==> src/rtl/ps2_key_decoder.sv <==
// PS/2 set-2 keyboard front end for the MC-10 key matrix.
// Filters and deserialises frames, tracks E0/F0 prefixes, holds the matrix code.
module ps2_key_decoder #(
  parameter int FILTER_LEN     = 8,
  parameter int TIMEOUT_CYCLES = 50000
) (
  input  logic       clk,
  input  logic       reset_n,
  input  logic       ps2_clk,
  input  logic       ps2_data,
  output logic [7:0] key_code,
  output logic       scan_strobe,
  output logic [7:0] scan_byte,
  output logic       frame_err
);

  localparam int FW = $clog2(FILTER_LEN + 1);
  localparam int TW = $clog2(TIMEOUT_CYCLES + 1);

  typedef enum logic [1:0] {
    IDLE,
    DATA,
    PARITY,
    STOP
  } state_t;

  logic [1:0]    clk_sync;
  logic [1:0]    dat_sync;
  logic          clk_s;
  logic          dat_s;
  logic          clk_filt;
  logic [FW-1:0] filt_cnt;
  logic          filt_done;
  logic          fall;

  state_t        state;
  logic [7:0]    shreg;
  logic [2:0]    bit_idx;
  logic          par_ok;
  logic [TW-1:0] to_cnt;

  logic          brk;
  logic          ext;
  logic [6:0]    map_ent;
  logic          map_hit;
  logic [2:0]    map_col;
  logic [2:0]    map_row;
  logic          is_e0;
  logic          is_f0;
  logic          is_shift;
  logic          is_ctrl;

  always_ff @(posedge clk or negedge reset_n) begin
    if (!reset_n) begin
      clk_sync <= 2'b11;
      dat_sync <= 2'b11;
    end else begin
      clk_sync <= {clk_sync[0], ps2_clk};
      dat_sync <= {dat_sync[0], ps2_data};
    end
  end

  assign clk_s = clk_sync[1];
  assign dat_s = dat_sync[1];

  assign filt_done = (filt_cnt == FW'(FILTER_LEN - 1));

  always_ff @(posedge clk or negedge reset_n) begin
    if (!reset_n) begin
      clk_filt <= 1'b1;
      filt_cnt <= '0;
    end else if (clk_s == clk_filt) begin
      filt_cnt <= '0;
    end else if (filt_done) begin
      clk_filt <= clk_s;
      filt_cnt <= '0;
    end else begin
      filt_cnt <= filt_cnt + FW'(1);
    end
  end

  // Fall fires on the same clk the filter accepts the low level.
  assign fall = clk_filt & ~clk_s & filt_done;

  always_ff @(posedge clk or negedge reset_n) begin
    if (!reset_n) begin
      state       <= IDLE;
      shreg       <= '0;
      bit_idx     <= '0;
      par_ok      <= 1'b0;
      to_cnt      <= '0;
      scan_strobe <= 1'b0;
      scan_byte   <= '0;
      frame_err   <= 1'b0;
    end else begin
      scan_strobe <= 1'b0;
      frame_err   <= 1'b0;
      if (fall) begin
        to_cnt <= '0;
        unique case (state)
          IDLE: begin
            if (dat_s) begin
              frame_err <= 1'b1;
            end else begin
              state   <= DATA;
              bit_idx <= '0;
            end
          end
          DATA: begin
            shreg   <= {dat_s, shreg[7:1]};
            bit_idx <= bit_idx + 3'd1;
            if (bit_idx == 3'd7) state <= PARITY;
          end
          PARITY: begin
            par_ok <= ^{shreg, dat_s};
            state  <= STOP;
          end
          STOP: begin
            state <= IDLE;
            if (par_ok && dat_s) begin
              scan_strobe <= 1'b1;
              scan_byte   <= shreg;
            end else begin
              frame_err <= 1'b1;
            end
          end
        endcase
      end else if (state != IDLE) begin
        if (to_cnt == TW'(TIMEOUT_CYCLES - 1)) begin
          frame_err <= 1'b1;
          state     <= IDLE;
          to_cnt    <= '0;
        end else begin
          to_cnt <= to_cnt + TW'(1);
        end
      end
    end
  end

  // Entry is {hit, col, row}, written in octal so each digit is one field.
  function automatic logic [6:0] key_map(input logic [7:0] sc);
    case (sc)
      8'h54: key_map = 7'o100;
      8'h1C: key_map = 7'o101;
      8'h32: key_map = 7'o102;
      8'h21: key_map = 7'o103;
      8'h23: key_map = 7'o104;
      8'h24: key_map = 7'o105;
      8'h2B: key_map = 7'o106;
      8'h34: key_map = 7'o107;
      8'h33: key_map = 7'o110;
      8'h43: key_map = 7'o111;
      8'h3B: key_map = 7'o112;
      8'h42: key_map = 7'o113;
      8'h4B: key_map = 7'o114;
      8'h3A: key_map = 7'o115;
      8'h31: key_map = 7'o116;
      8'h44: key_map = 7'o117;
      8'h4D: key_map = 7'o120;
      8'h15: key_map = 7'o121;
      8'h2D: key_map = 7'o122;
      8'h1B: key_map = 7'o123;
      8'h2C: key_map = 7'o124;
      8'h3C: key_map = 7'o125;
      8'h2A: key_map = 7'o126;
      8'h1D: key_map = 7'o127;
      8'h22: key_map = 7'o130;
      8'h35: key_map = 7'o131;
      8'h1A: key_map = 7'o132;
      8'h66: key_map = 7'o135;
      8'h29: key_map = 7'o137;
      8'h45: key_map = 7'o140;
      8'h16: key_map = 7'o141;
      8'h1E: key_map = 7'o142;
      8'h26: key_map = 7'o143;
      8'h25: key_map = 7'o144;
      8'h2E: key_map = 7'o145;
      8'h36: key_map = 7'o146;
      8'h3D: key_map = 7'o147;
      8'h3E: key_map = 7'o150;
      8'h46: key_map = 7'o151;
      8'h52: key_map = 7'o152;
      8'h4C: key_map = 7'o153;
      8'h41: key_map = 7'o154;
      8'h4E: key_map = 7'o155;
      8'h49: key_map = 7'o156;
      8'h4A: key_map = 7'o157;
      8'h5A: key_map = 7'o160;
      default: key_map = 7'o000;
    endcase
  endfunction

  assign map_ent  = key_map(scan_byte);
  assign map_hit  = map_ent[6];
  assign map_col  = map_ent[5:3];
  assign map_row  = map_ent[2:0];
  assign is_e0    = (scan_byte == 8'hE0);
  assign is_f0    = (scan_byte == 8'hF0);
  assign is_shift = (scan_byte == 8'h12) || (scan_byte == 8'h59);
  assign is_ctrl  = (scan_byte == 8'h14);

  always_ff @(posedge clk or negedge reset_n) begin
    if (!reset_n) begin
      key_code <= 8'hFF;
      brk      <= 1'b0;
      ext      <= 1'b0;
    end else if (frame_err) begin
      brk <= 1'b0;
      ext <= 1'b0;
    end else if (scan_strobe) begin
      unique case (1'b1)
        is_e0: ext <= 1'b1;
        is_f0: brk <= 1'b1;
        default: begin
          brk <= 1'b0;
          ext <= 1'b0;
          if (is_shift) begin
            key_code[3] <= brk;
          end else if (is_ctrl) begin
            key_code[7] <= brk;
          end else if (map_hit && !ext) begin
            if (!brk) begin
              key_code[6:4] <= map_col;
              key_code[2:0] <= map_row;
            end else if (key_code[6:4] == map_col &&
                         key_code[2:0] == map_row) begin
              key_code[6:4] <= 3'd7;
              key_code[2:0] <= 3'd7;
            end
          end
        end
      endcase
    end
  end

endmodule
==> config.mk <==
export PLATFORM = sky130hd
export DESIGN_NAME = ps2_key_decoder
export DESIGN_NICKNAME = d
export VERILOG_FILES = /design/src/rtl/ps2_key_decoder.sv
export SDC_FILE = /design/constraint.sdc
export NUM_CORES = 1
export LEC_CHECK = 0
export CAP_MARGIN = 40
export CORE_MARGIN = 4
export CORE_UTILIZATION = 65
export DETAILED_ROUTE_END_ITERATION = 8
export PLACE_DENSITY = 0.86
export SKIP_LAST_GASP = 1
export SLEW_MARGIN = 20
export SYNTH_ARGS = -nofsm -noshare
export SYNTH_HDL_FRONTEND = slang
export SYNTH_SLANG_ARGS = --single-unit
export TNS_END_PERCENT = 100
==> constraint.sdc <==
create_clock -name clk -period 6.9 [get_ports clk]
set_input_delay 1.38 -clock clk [delete_from_list [all_inputs] [get_ports clk]]
set_output_delay 1.38 -clock clk [all_outputs]
set_load 0.1 [all_outputs]
==> results.cfg <==
[run_status]
status = complete, no violations

[sta]
setup_viol = 0
clock_skew_ps = 8.10
period_needed_ps = 3340
worstMarginPinSlew_ps = 710
clock.fmax_ghz = 0.299
hold_violations = 0
post-route-period-util_pct = 48.4
rsz0062_at_grt = no
setup_tns_ps = 0
maxSlewViolCount = 0
slew_headroom_pct = 52.7

[power_and_ir_drop]
fin_total_pwr_mw = 0.731
p_clk_share_pct = 47.2
powerDensity_mw_per_mm2 = 160
sequentialPowerShare_pct = 49.4
switching_share_pct = 20.9
p_leak_nw = 1.96
power_switching_mw = 0.153
p_int_mw = 0.578
irDropWorstVdd_uv = 197
pwr-share-comb_pct = 3.4

[critical_path]
crit_cells = 2
critPathCapture = scan_byte[5]
rrSetupSlack_ps = 3620
critPathLaunchType = flop
worstPathRequired_ps = 5520
startpoint = scan_byte[5]$_DFFE_PN0P_
crit_chain = clkdlybuf4s50_1 -> buf_8
crit_slowest_cell = dfrtp_1
path_class = reg -> out
critPathCaptureType = output pin
r2r-start = scan_byte[1]$_DFFE_PN0P_
critPathMaxStageDelay_ps = 780
crit_arrival_ps = 1960
critPathMaxFanout = 21
worst-r2r-cell-count = 9
worst-path-buf-inv = 2
r2r_end = key_code[2]$_DFFE_PN1P_
cp_top_family = buffers and inverters

[cts]
clockRootBuffer = clkbuf_8
tritoncts = yes
cts_buffer_depth = 2
h-tree-depth = 3
cts.hold.buffers_added = 0
clk_pin_slew_ps = 70
post_cts_resized = 0
clk-insertion-delay-late_ps = 330
post_cts_buffers = 0
clkSinkCount = 59
cts_made_buffers = 9

[logic_synthesis]
ys_ff_latch = 59
synthesis.nets = 452
synthXorXnorAreaFrac_pct = 3.64
synth_area_leaders = dfrtp_1, dfstp_2, nand2_1
synth_cells = 433
seq_area_frac_synth_pct = 38.8
synth_top_family_by_area = simple AND/OR/NAND/NOR gates
yosys.area_share.simple_pct = 23.4
synthAdderAreaFrac_pct = 4.88
synth_edf_count = 0
ys_types = 69
synth_area_mm2 = 0.00384
synth_top_area_share_pct = 29.9
syn-mean-instance-area_um2 = 8.88
synthMuxAreaShare_pct = 5.69
ys.flop_type = dfrtp_1
synth_top_area_cell = dfrtp_1
ys_async_sr_fraction_pct = 100
synth-compound-area-share_pct = 19.5
yosys_warnings = 0

[place]
io_buffers = 21
gp_congestion = 0.900
post-dp-hpwl_um = 6330

[floorplan]
die_h_um = 84.9
fp-row-count = 27
dieArea_mm2 = 0.00721
start_util_pct = 68.6
dieWidth_um = 84.9
coreArea_mm2 = 0.00561
ios = 22

[route]
wl_per_cell_um = 17.5
drt_wl_total_um = 9470
vias_per_cell = 6.36
drtPass1Iterations = 5
vias = 3432
drc = 0
drt_iter0_drc = 236
antenna_left = 0

[layout]
layout_commonest_cell = nand2_1
layout-drive-gt1-share_pct = 15.4
diodes = 0
final_cell_mix = nand2_1, dfrtp_1, o21ai_0
fillers = 354
fin_nets = 482
area_delta_synth_final_pct = 18.7

[job]
drv_cap = 0

[global_routing]
antenna_found_initial = 0
grt_max_degree = 60
grt_usage_pct = 28.6
grt_pass1_vias = 3439
grt_overflow = 0
grt_pass1_wl_um = 16700

[hold_path]
hold_path.class = reg -> reg
area by class of cell:
type	instances	area, µm²	share of cell area (%)
clock inverters	5	77.6	1.70
well taps	72	90.1	1.97
inverters	14	52.6	1.15
repair buffers	43	513	11.2
multi-input cells	336	2200	48.1
flip-flops and latches	59	1490	32.7
clock buffers	11	141	3.10
how the worst min path moves through the flow:
stage,depth (start not counted),endpoint,startpoint,slack (ps)
floorplan,0,clk_sync[1]$_DFF_PN1_,clk_sync[0]$_DFF_PN1_,350
global placement,0,dat_sync[1]$_DFF_PN1_,dat_sync[0]$_DFF_PN1_,350
detailed placement,0,clk_sync[1]$_DFF_PN1_,clk_sync[0]$_DFF_PN1_,350
CTS,0,dat_sync[1]$_DFF_PN1_,dat_sync[0]$_DFF_PN1_,360
global route,0,dat_sync[1]$_DFF_PN1_,dat_sync[0]$_DFF_PN1_,360
finish,0,clk_sync[1]$_DFF_PN1_,clk_sync[0]$_DFF_PN1_,360
kinds of logic (layout without fill, tap and decap cells):
kind of cell / count (synthesis) / count (layout)
XOR/XNOR: 16 / 16
adder cells (fa/ha/maj): 15 / 15
AO/OA/AOI/OAI: 109 / 109
flip-flops: 59 / 59
multiplexers: 18 / 18
AND/OR/NAND/NOR: 178 / 178
buffers and inverters: 38 / 73
stage by stage:
stage	util [%]	setup slack, ps	instance area [µm²]	hold slack, ps	instances
after global routing	81.4	3470	4560	364	540
after global placement	72.3	3250	4050	347	504
final	81.4	3560	4560	355	540
after floorplan	-	3570	3840	345	433
after CTS	81.3	3570	4560	359	539
after detailed placement	77.4	3740	4340	348	523
cells in the mapped netlist, types with 3 or more instances:
library cell / number
a21o_1: 3
mux2_2: 9
or3_1: 4
o31ai_1: 7
nand3b_1: 3
o22ai_1: 3
buf_2: 7
o211ai_1: 5
and3_1: 10
nor2_1: 30
a31oi_1: 3
ha_1: 15
nand3_1: 10
nand4_1: 5
clkbuf_1: 16
nor3_1: 8
nand2_1: 66
a211o_1: 3
xor2_1: 6
xnor2_1: 10
a211oi_1: 4
nand2b_1: 15
mux2i_1: 5
inv_1: 13
o21a_1: 3
dfrtp_1: 46
dfstp_2: 13
o21ai_0: 31
and2_1: 4
a21oi_1: 18
nor2b_1: 6
o41ai_1: 3
state kept, by name, indices dropped and copies added (netlist names), 2 cells and up:
name	count
clk_sync	2
shreg	8
scan_byte	8
bit_idx	3
dat_sync	2
filt_cnt	4
state	2
to_cnt	16
key_code	8
layer usage:
metal / track usage [%] / up-vias / part of all wire (%)
li1: - / 1609 / -
met1: 36.0 / 1667 / 41
met2: 49.0 / 130 / 51
met3: 4.47 / 26 / 4.9
met4: 12.4 / 0 / 3.3
met5: 0 / - / 0
power groups by stage:
stage          Sequential, mW  Combinational, mW  Clock, mW
3_3_place_gp            0.367             0.0238          0
5_1_grt                 0.362             0.0304      0.368
6_report                0.361             0.0248      0.345
3_5_place_dp            0.367             0.0251          0
2_1_floorplan           0.366             0.0143          0
4_1_cts                 0.361             0.0254      0.351
No activity file was read; power rests on OpenSTA's default activity.
